<file path="src/rtl/hdl_access_if.sv">
// Request/response bundle for the HDL access responder.
interface hdl_access_if;
    logic       req_valid;
    logic       req_ready;
    logic [1:0] req_op;
    logic [2:0] req_target;
    logic [2:0] req_lsb;
    logic [3:0] req_width;
    logic [7:0] req_wdata;
    logic       rsp_valid;
    logic       rsp_ready;
    logic [7:0] rsp_rdata;
    logic       rsp_err;

    modport master (
        output req_valid, req_op, req_target, req_lsb,
        output req_width, req_wdata, rsp_ready,
        input  req_ready, rsp_valid, rsp_rdata, rsp_err
    );

    modport slave (
        input  req_valid, req_op, req_target, req_lsb,
        input  req_width, req_wdata, rsp_ready,
        output req_ready, rsp_valid, rsp_rdata, rsp_err
    );
endinterface

</file>
<file path="src/rtl/hdl_access_responder.sv">
// Read/deposit/force/release responder over a counting reg8 and 4-entry memory.
// Force/release storage is built only when HDL_ACCESS_FORCE_EN is defined.
module hdl_access_responder #(
    parameter logic [7:0] STEP      = 8'h01,
    parameter int         MEM_DEPTH = 4
) (
    input  logic       clk,
    input  logic       rst_n,
    input  logic       run,
    hdl_access_if.slave bus,
    output logic [7:0] reg8_o,
    output logic [7:0] mem2_o
);
    // slot 0 is reg8, slots 1..MEM_DEPTH are mem[0..]
    localparam int NT = MEM_DEPTH + 1;

    typedef enum logic [1:0] {IDLE, EXEC, RESP} state_t;
    typedef enum logic [1:0] {OP_RD, OP_DEP, OP_FRC, OP_REL} op_t;

    state_t     r_state, w_next;
    op_t        r_op;
    logic [2:0] r_tgt;
    logic [2:0] r_lsb;
    logic [3:0] r_width;
    logic [7:0] r_wdata;
    logic [7:0] r_rdata;
    logic       r_err;

    logic [7:0] r_u     [NT];
    logic [7:0] w_u_nxt [NT];
    logic [7:0] w_vis   [NT];

    logic [4:0] w_sum;
    logic [8:0] w_wm9;
    logic [7:0] w_wm;
    logic [7:0] w_sel;
    logic [7:0] w_wsh;
    logic [7:0] w_tv;
    logic       w_ok;
    logic       w_do;

    assign w_sum = {2'b00, r_lsb} + {1'b0, r_width};
    assign w_wm9 = (9'd1 << r_width) - 9'd1;
    assign w_wm  = w_wm9[7:0];
    assign w_sel = w_wm << r_lsb;
    assign w_wsh = (r_wdata << r_lsb) & w_sel;

`ifdef HDL_ACCESS_FORCE_EN
    logic [7:0] r_fm     [NT];
    logic [7:0] r_fv     [NT];
    logic [7:0] w_fm_nxt [NT];
    logic [7:0] w_fv_nxt [NT];

    assign w_ok = (int'(r_tgt) < NT) && (r_width != 4'd0)
               && (r_width <= 4'd8) && (w_sum <= 5'd8);

    always_comb begin
        for (int i = 0; i < NT; i++) begin
            w_vis[i]    = (r_u[i] & ~r_fm[i]) | (r_fv[i] & r_fm[i]);
            w_fm_nxt[i] = r_fm[i];
            w_fv_nxt[i] = r_fv[i];
            if (w_do && r_tgt == 3'(i)) begin
                case (r_op)
                    OP_FRC: begin
                        w_fm_nxt[i] = r_fm[i] | w_sel;
                        w_fv_nxt[i] = (r_fv[i] & ~w_sel) | w_wsh;
                    end
                    OP_REL: w_fm_nxt[i] = r_fm[i] & ~w_sel;
                    default: ;
                endcase
            end
        end
    end

    always_ff @(posedge clk or negedge rst_n) begin
        if (!rst_n) begin
            for (int i = 0; i < NT; i++) begin
                r_fm[i] <= 8'h00;
                r_fv[i] <= 8'h00;
            end
        end else begin
            for (int i = 0; i < NT; i++) begin
                r_fm[i] <= w_fm_nxt[i];
                r_fv[i] <= w_fv_nxt[i];
            end
        end
    end
`else
    // force/release are rejected when the storage is not built
    assign w_ok = (int'(r_tgt) < NT) && (r_width != 4'd0)
               && (r_width <= 4'd8) && (w_sum <= 5'd8)
               && !r_op[1];

    always_comb begin
        for (int i = 0; i < NT; i++) begin
            w_vis[i] = r_u[i];
        end
    end
`endif

    assign w_do = (r_state == EXEC) && w_ok;

    always_comb begin
        w_tv = 8'h00;
        for (int i = 0; i < NT; i++) begin
            if (r_tgt == 3'(i)) w_tv = w_vis[i];
        end
    end

    // deposit on a target overrides its count on the same edge
    always_comb begin
        for (int i = 0; i < NT; i++) begin
            w_u_nxt[i] = r_u[i];
            if (run && (i == 0 || i == 1 || i == 3))
                w_u_nxt[i] = r_u[i] + STEP;
            if (w_do && r_op == OP_DEP && r_tgt == 3'(i))
                w_u_nxt[i] = (r_u[i] & ~w_sel) | w_wsh;
        end
    end

    always_comb begin
        w_next = r_state;
        unique case (r_state)
            IDLE:    if (bus.req_valid) w_next = EXEC;
            EXEC:    w_next = RESP;
            RESP:    if (bus.rsp_ready) w_next = IDLE;
            default: w_next = IDLE;
        endcase
    end

    always_ff @(posedge clk or negedge rst_n) begin
        if (!rst_n) begin
            r_state <= IDLE;
            r_op    <= OP_RD;
            r_tgt   <= 3'd0;
            r_lsb   <= 3'd0;
            r_width <= 4'd0;
            r_wdata <= 8'h00;
            r_rdata <= 8'h00;
            r_err   <= 1'b0;
            for (int i = 0; i < NT; i++) r_u[i] <= 8'h00;
        end else begin
            r_state <= w_next;
            if (r_state == IDLE && bus.req_valid) begin
                r_op    <= op_t'(bus.req_op);
                r_tgt   <= bus.req_target;
                r_lsb   <= bus.req_lsb;
                r_width <= bus.req_width;
                r_wdata <= bus.req_wdata;
            end
            if (r_state == EXEC) begin
                r_err   <= !w_ok;
                r_rdata <= (w_do && r_op == OP_RD)
                         ? ((w_tv >> r_lsb) & w_wm) : 8'h00;
            end
            for (int i = 0; i < NT; i++) r_u[i] <= w_u_nxt[i];
        end
    end

    assign bus.req_ready = (r_state == IDLE);
    assign bus.rsp_valid = (r_state == RESP);
    assign bus.rsp_rdata = r_rdata;
    assign bus.rsp_err   = r_err;
    assign reg8_o        = w_vis[0];
    assign mem2_o        = w_vis[3];
endmodule

</file>
<file path="src/flat_wrapper.sv">
// flat-port wrapper written by rule: the top's interface ports become plain ports
module hdl_access_responder_flat 
#(
    parameter logic [7:0] STEP      = 8'h01,
    parameter int         MEM_DEPTH = 4
)
  (clk, rst_n, run, reg8_o, mem2_o, bus_req_valid, bus_req_op, bus_req_target, bus_req_lsb, bus_req_width, bus_req_wdata, bus_rsp_ready, bus_req_ready, bus_rsp_valid, bus_rsp_rdata, bus_rsp_err);
  hdl_access_if bus_i ();
  input  logic clk;
  input  logic rst_n;
  input  logic run;
  output logic [7:0] reg8_o;
  output logic [7:0] mem2_o;
  input wire logic [$bits(bus_i.req_valid)-1:0] bus_req_valid;
  input wire logic [$bits(bus_i.req_op)-1:0] bus_req_op;
  input wire logic [$bits(bus_i.req_target)-1:0] bus_req_target;
  input wire logic [$bits(bus_i.req_lsb)-1:0] bus_req_lsb;
  input wire logic [$bits(bus_i.req_width)-1:0] bus_req_width;
  input wire logic [$bits(bus_i.req_wdata)-1:0] bus_req_wdata;
  input wire logic [$bits(bus_i.rsp_ready)-1:0] bus_rsp_ready;
  output wire logic [$bits(bus_i.req_ready)-1:0] bus_req_ready;
  output wire logic [$bits(bus_i.rsp_valid)-1:0] bus_rsp_valid;
  output wire logic [$bits(bus_i.rsp_rdata)-1:0] bus_rsp_rdata;
  output wire logic [$bits(bus_i.rsp_err)-1:0] bus_rsp_err;
  assign bus_i.req_valid = bus_req_valid;
  assign bus_i.req_op = bus_req_op;
  assign bus_i.req_target = bus_req_target;
  assign bus_i.req_lsb = bus_req_lsb;
  assign bus_i.req_width = bus_req_width;
  assign bus_i.req_wdata = bus_req_wdata;
  assign bus_i.rsp_ready = bus_rsp_ready;
  assign bus_req_ready = bus_i.req_ready;
  assign bus_rsp_valid = bus_i.rsp_valid;
  assign bus_rsp_rdata = bus_i.rsp_rdata;
  assign bus_rsp_err = bus_i.rsp_err;
  hdl_access_responder #(.STEP(STEP), .MEM_DEPTH(MEM_DEPTH)) u_core (.clk(clk), .rst_n(rst_n), .run(run), .bus(bus_i), .reg8_o(reg8_o), .mem2_o(mem2_o));
endmodule
</file>
<file path="config.mk">
export PLATFORM = sky130hd
export DESIGN_NAME = hdl_access_responder_flat
export DESIGN_NICKNAME = d
export VERILOG_FILES = /design/src/rtl/hdl_access_if.sv /design/src/rtl/hdl_access_responder.sv /design/src/flat_wrapper.sv
export SDC_FILE = /design/constraint.sdc
export NUM_CORES = 1
export LEC_CHECK = 0
export BUFFER_PORTS_ARGS = -buffer_cell sky130_fd_sc_hd__buf_4
export CAP_MARGIN = 5
export CORE_AREA = 2 2 113 115
export CTS_CLUSTER_DIAMETER = 150
export DETAILED_ROUTE_END_ITERATION = 8
export DIE_AREA = 0 0 115 117
export PLACE_DENSITY = 0.67
export RECOVER_POWER = 50
export SYNTH_ARGS = -nofsm -noshare
export SYNTH_HDL_FRONTEND = slang
export SYNTH_SLANG_ARGS = --single-unit
</file>
<file path="constraint.sdc">
create_clock -name clk -period 3.1 [get_ports clk]
set_input_delay 0.465 -clock clk [delete_from_list [all_inputs] [get_ports clk]]
set_output_delay 0.465 -clock clk [all_outputs]
set_load 0.01 [all_outputs]
</file>
# After elaboration in Yosys (flattened, before gate mapping)
# Index checks and enable logic that the tools add are counted.
# word_totals
word_cells	85
reg_bits	71
output_inout_bits	27
# op_classes
order_cmp	3
n_eq_ne	9
addsub	5
reduce_logical	23
mux	15
shifts	4
bitwise	13
# op_table
op	count
8-bit 2-to-1 mux	12
8-bit AND	7
8-bit bitwise OR	5
8-bit by 1-bit adder with 8-bit output, second input constant	3
8-bit by 3-bit left shift with 8-bit output	2
1-bit logical AND	13
8-bit inverter	1
1-bit by 4-bit left shift with 8-bit output, first input constant	1
8-bit by 3-bit right shift with 8-bit output	1
8-bit by 1-bit subtractor with 8-bit output, second input constant	1
3-bit by 2-bit equality test with 1-bit output, second input constant	2
2-bit one-hot mux with 3 select lines	1
2-bit nonzero test	3
3-bit by 4-bit adder with 5-bit output	1
5-bit by 4-bit <= comparator with 1-bit output, second input constant	1
2-bit by 1-bit equality test with 1-bit output, second input constant	2
4-bit <= comparator, second input constant	1
2-bit logical NOT	2
2-bit 2-to-1 mux	2
2-bit != test, second input constant	2
4-bit nonzero test	1
3-bit by 1-bit equality test with 1-bit output, second input constant	1
3-bit equality test, second input constant	1
3-bit logical NOT	1
4 further kinds	5

# Longest topological paths before layout
# Gate-level depths: netlist (run 1).
# logic_depth
word_depth	9
depth_mapped	12

# Worst setup path after synthesis (run 1)
# OpenSTA, ideal clock, no wires.
# synth_path
kind	register to register
from	reg u_core.r_width[1]
to	reg (tool-made name)
stages_incl_launch_ff	12
setup_time_ns	0.128
path_slack_ns	-0.090
arrival_time_ns	3.063
synth_period_minus_slack_ns	3.190
n_path_buf	4
path_cell_list	dfrtp_1 clkbuf_1 clkbuf_1 or4_1 ha_1 clkbuf_1 clkbuf_1 a31oi_1 o32ai_1 a211oi_1 nor2_1 mux2_1
# synth_lines
item	line	rtl
from (decl)	hdl_access_responder.sv:24	logic [3:0] r_width;
from (signal assigned)	hdl_access_responder.sv:148	r_width <= bus.req_width;

==> results of run 1 <==
-- power breakdown --
group | total (mW) | internal (mW) | switching, mW
clock | 0.946 | 0.575 | 0.371
combinational | 4.32 | 1.82 | 2.50
sequential | 1.77 | 1.29 | 0.480
total | 7.03 | 3.69 | 3.35
-- final cells by class --
cell class / instances / share of cell area
Clock inverter: 1 / 0.000853
Multi-Input combinational cell: 399 / 0.504
Sequential cell: 71 / 0.303
Tap cell: 150 / 0.0320
Clock buffer: 13 / 0.0443
Timing Repair Buffer: 90 / 0.108
Inverter: 13 / 0.00832
-- cell usage in the layout (no fill, tap or decap), types with 9 or more instances in the layout --
cell,count
a21oi_1,20
mux2_2,31
clkbuf_16,9
clkbuf_1,13
dfrtp_1,71
nand3_1,11
mux2i_1,29
nor2_1,29
o21ai_0,26
nand2_1,58
inv_1,12
nor3_1,21
buf_4,78
-- layer usage --
metal | track usage | share of wire | vias to the layer above | wire length [um]
li1 | - | - | 2088 | -
met1 | 0.300 | 0.43 | 2244 | 6160
met2 | 0.347 | 0.47 | 232 | 6820
met3 | 0.0433 | 0.076 | 26 | 1090
met4 | 0.0795 | 0.021 | 0 | 297
met5 | 0 | 0 | - | 0
-- cells by family after synthesis --
family,Yosys count
multiplexers,68
buffers and inverters,66
adder cells (fa/ha/maj),8
AO/OA/AOI/OAI,130
XOR/XNOR,5
AND/OR/NAND/NOR,188
flip-flops,71
-- how the worst max path moves through the flow --
stage / to / slack (ps) / depth (start not counted)
4_1_cts: flop / 30 / 10
3_3_place_gp: flop / 80 / 10
5_1_grt: flop / -50 / 9
2_1_floorplan: flop / 7 / 12
6_report: flop / 10 / 9
3_5_place_dp: flop / -40 / 10
-- metrics by stage --
step / setup slack [ps] / instances / hold WS [ps] / cell area, um2
CTS: 26.7 / 736 / 311 / 5850
floorplan: 7.18 / 536 / 169 / 5020
global route: -55.0 / 737 / 333 / 5870
global placement: 82.5 / 722 / 473 / 5570
detailed placement: -40.8 / 722 / 475 / 5570
finish: 14.0 / 737 / 331 / 5870
-- critical path: cells and delay by family, from the launching register on --
| family | cells | cell delay, ps |
|---|---|---|
| flip-flops | 1 | 400 |
| XOR/XNOR | 1 | 190 |
| AND/OR/NAND/NOR | 2 | 970 |
| adder cells (fa/ha/maj) | 2 | 670 |
| AO/OA/AOI/OAI | 3 | 580 |
| buffers and inverters | 1 | 180 |
-- what timing repair did --
action	4_1_cts	5_1_grt
setup endpoints to repair	3	20
resized for setup	2	8
buffers inserted	0	1
cloned	0	0
pin swaps	0	2
==> metrics.cfg, run 1 <==
[run_status]
status=finished with violations
violations=max-capacitance violations, max-slew violations

[setup_path]
worst-path-max-fanout=13
reg2reg_depth=9
regToRegStartpoint=u_core.r_width[0]$_DFFE_PN0P_
crit_type=reg -> reg
crit_path_start=u_core.r_width[0]$_DFFE_PN0P_
max_stage_delay_ps=630
crit_chain=ha_1, fa_1, xor2_2, o32ai_2, a211oi_4, buf_4, or4_4, or3_1, o211a_1
cp.required_ps=3320
endpoint_kind=flop
startpoint_type=flop
slowest_stage=or4_4
arrival_ps=3310
ff2ff_setup_slack_ps=10

[placed_design]
routabilityCongestion=0.923
dp_hpwl_um=10600
io_buffers=51

[timing]
fin_tns_setup_ps=0
slew_headroom=-0.209
finalCritPeriodShare=0.995
hold_viol=0
fmax_mhz=324
report.final.slew_viol_count=72
finalSetupViolCount=0
period_needed_ps=3090
skew_ps=7.14
rsz0062_at_grt=yes
max_slew.worst_pin.slew_ps=1810

[synthesis]
synth_edf_count=0
synth_top_area_frac=0.354
synth-xor-area-share=0.00873
yosys-top-cells-area=dfrtp_1, mux2_2, mux2i_1
synth_common_cells=dfrtp_1, nand2_1, mux2_2, mux2i_1, nor2_1
yosys_most_used_dff=dfrtp_1
synth_mux_area_frac=0.157
synth-compound-area-share=0.190
synth_most_common_cell=dfrtp_1
syn-num-nets=569
ys_warn_count=0
synth_top_family_by_area=simple AND/OR/NAND/NOR gates
syn_area_mm2=0.00501
synth.avg_cell_area_um2=9.36
syn_inst=536
synth_top_area_cell=dfrtp_1
synth_simple_gate_area_frac=0.198
synth_fa_ha_area_frac=0.0215
yosysUniqueCellTypes=69
seq_area_frac_synth=0.354
ys_seq_elements=71
async_reset_ff_frac=1.00

[grt]
grt_pass1_vias=4250
grt-ovfl-total=0
antenna_found_initial=0
grt_max_degree=72
grt_pass1_wl_um=22800
gr-usage-all-layers=0.219

[cells_and_area]
utilization=0.477
multiInputGateArea_mm2=0.00296
diodes=0
nets=617
nFillCells=1176
syn_to_final_growth_pct=17.0
regArea_mm2=0.00178
drive_gt1_frac=0.266

[power_and_ir_drop]
p_leak_nw=2.54
power_mw=7.03
peakVddDrop_uv=585
cellPowerDensity_mw_per_mm2=1200

[cts]
hold_buffers=0
clock_latency_ps=330
max-clock-path-buffers=2
root_buffer=clkbuf_16
path_clk_slew_ps=60
cts_buffers=9
cts_tree=built
cts_sinks=71
htree_levels=3

[floorplan]
dieHeight_um=117
initial_core_util=0.407
ios=52
die_x_um=115
rows=41
core_area_mm2=0.0123
die_area_mm2=0.0135

[drt]
dr_total_vias=4590
drt_wl_total_um=14400
routed_via_density=6.23
detail-route-antenna-nets=0
first_pass_iters=7
drc=0
drt_iter0_drc=395
drt-wirelength-per-cell_um=19.5

[min_path]
min_from=bus_rsp_ready
min_delay_path_depth=2
hp-class=in -> reg
hold_end=u_core.r_state[1]$_DFFE_PN0P_

[flow_run]
maxCapViolCount=1

Note: power is estimated with default switching activity, not from simulation.
==> inputs of run 2 (changes only) <==
- CAP_MARGIN: 5 -> 20
- CORE_AREA: 2 2 113 115 -> 2 2 109 111
- DIE_AREA: 0 0 115 117 -> 0 0 111 113
- PLACE_DENSITY: 0.67 -> 0.71
==> run 2 against run 1 <==
The run still ends with max-capacitance violations, max-slew violations left; sequential share of layout area rose by 0.065 points; total power about the same; sequential power about the same; via count shrank 1.2%; critical path depth grew 1; critical path type unchanged; largest cell class unchanged; largest power group unchanged; highest routed layer unchanged.
==> metrics.cfg, run 2 (synthesis gave the netlist of run 1 again) <==
[power_and_ir_drop]
cellPowerDensity_mw_per_mm2=1200  ; +0.24%
peakVddDrop_uv=546  ; -6.6%
p_leak_nw=2.52  ; -0.77%

[placed_design]
routabilityCongestion=0.936  ; +1.4%
pre_cts_ws_ps=101  ; +142 ps
io_buffers=51  ; unchanged
dp_hpwl_um=10500  ; -0.99%
placed_cell_area_mm2=0.00556  ; -0.29%

[setup_path]
crit_type=reg -> reg
max_stage_delay_ps=530  ; -100 ps
worst-path-max-fanout=15  ; +2
cp.required_ps=3350  ; +30 ps
startpoint_type=flop
endpoint_kind=flop
arrival_ps=3200  ; -110 ps
slowest_stage=or4_1
crit_chain=or4_1, ha_1, buf_4, and2_1, o211ai_1, a31oi_1, a21oi_1, buf_4, a21oi_1, a211oi_1

[timing]
fmax_mhz=339  ; +4.6%
rsz0062_at_grt=no
max_slew.worst_pin.slew_ps=1820  ; +9.46 ps
finalCritPeriodShare=0.952  ; -0.0438
hold_viol=0  ; unchanged
report.final.slew_viol_count=72  ; unchanged
fin_tns_setup_ps=0  ; unchanged
skew_ps=7.38  ; +0.235 ps
slew_headroom=-0.216  ; -0.00631
setup_slack_ps=150  ; +136 ps
period_needed_ps=2950  ; -136 ps
finalSetupViolCount=0  ; unchanged

[cts]
cts_buffers=9  ; unchanged
htree_levels=3  ; unchanged
path_clk_slew_ps=60  ; about the same
cts_tree=built
cts_sinks=71  ; unchanged
clock_latency_ps=350  ; +20 ps
root_buffer=clkbuf_16
max-clock-path-buffers=2  ; unchanged

[drt]
drt_wl_total_um=14400  ; +0.37%
dr_total_vias=4535  ; -1.2%
detail-route-antenna-nets=0  ; unchanged
routed_via_density=6.21  ; -0.25%
drt-wirelength-per-cell_um=19.7  ; +1.3%
drt_iter0_drc=502  ; +27%
drc=0  ; unchanged
first_pass_iters=6  ; -1

[cells_and_area]
nFillCells=1041  ; -11%
diodes=0  ; unchanged
syn_to_final_growth_pct=16.8
final_area_mm2=0.00586  ; -0.21%
drive_gt1_frac=0.266  ; unchanged
nets=615  ; -0.32%
mostFrequentLayoutCell=buf_4
most-common-layout-cells=buf_4, dfrtp_1, nand2_1

[grt]
grt-ovfl-total=0  ; unchanged
antenna_found_initial=0  ; unchanged
gr-usage-all-layers=0.241  ; +0.0214
grt_max_degree=72  ; unchanged
grt_pass1_vias=4537  ; +6.8%
grt_pass1_wl_um=24100  ; +5.7%

[run_status]
status=finished with violations
violations=max-capacitance violations, max-slew violations

[floorplan]
die_x_um=111  ; -3.5%
ios=52  ; unchanged
rows=39  ; -4.9%
die_area_mm2=0.0125  ; -6.8%
initial_core_util=0.445  ; +0.0376
core_area_mm2=0.0113  ; -8.4%
dieHeight_um=113  ; -3.4%

[min_path]
hp-class=in -> reg

[flow_run]
maxCapViolCount=1  ; unchanged

run 2: critical path: cells and delay by family, from the launching register on:
| family | cells | cell delay, ps |
|---|---|---|
| buf+inv | 2 | 390 |
| flops | 1 | 440 |
| compound gates | 5 | 1090 |
| simple gates | 2 | 690 |
| fa+ha+maj | 1 | 230 |
run 2: per-stage QoR:
step | hold WS (ps) | util | std cells | power, mW
6_report | 326 | 0.519 | 730 | 7.04
5_1_grt | 330 | 0.519 | 730 | 7.51
4_1_cts | 298 | 0.520 | 730 | 6.90
3_5_place_dp | 479 | 0.493 | 714 | 5.80
3_3_place_gp | 473 | 0.493 | 714 | 5.72
2_1_floorplan | 169 | - | 536 | 4.48
run 2: worst paths after layout:
kind | start | end | slack [ps] | cells after the start
max | u_core.r_width[1]$_DFFE_PN0P_ | flop | 150 | 10
min | bus_rsp_ready | u_core.r_state[1]$_DFFE_PN0P_ | 330 | 2
max reg2reg | u_core.r_width[1]$_DFFE_PN0P_ | flop | 150 | 10
min reg2reg | u_core.bus.rsp_rdata[2]$_DFFE_PN0N_ | u_core.bus.rsp_rdata[2]$_DFFE_PN0N_ | 490 | 2
max in group asynchronous | rst_n | asynchronous set/reset pin | 1410 | 1
min in group asynchronous | rst_n | u_core.r_wdata[5]$_DFFE_PN0P_ | 620 | 1
run 2: final cells by class:
cell class,count,area [um2],area share
multi-input combinational,399,2940,0.501
sequential,71,1780,0.303
timing repair buffer,88,617,0.105
clock buffer,9,225,0.0385
tap,143,179,0.0306
clock inverter,7,73.8,0.0126
inverter,13,48.8,0.00833
run 2: power by group:
group	switching, mW	total, mW	internal [mW]
Clock	0.436	1.06	0.623
Sequential	0.473	1.76	1.29
Combinational	2.43	4.22	1.78
Total	3.34	7.04	3.69
run 2: per-layer routing:
metal / track usage / wire length, um / part of all wire
met5: 0 / 0 / 0
met3: 0.0396 / 855 / 0.059
met4: 0.0917 / 347 / 0.024
met1: 0.327 / 6430 / 0.45
met2: 0.389 / 6780 / 0.47
run 2: timing repair:
action / in CTS / in global routing
setup endpoints to repair: 0 / 20
buffers inserted: 0 / 0
resized for setup: 0 / 6
hold buffers: 0 / 0
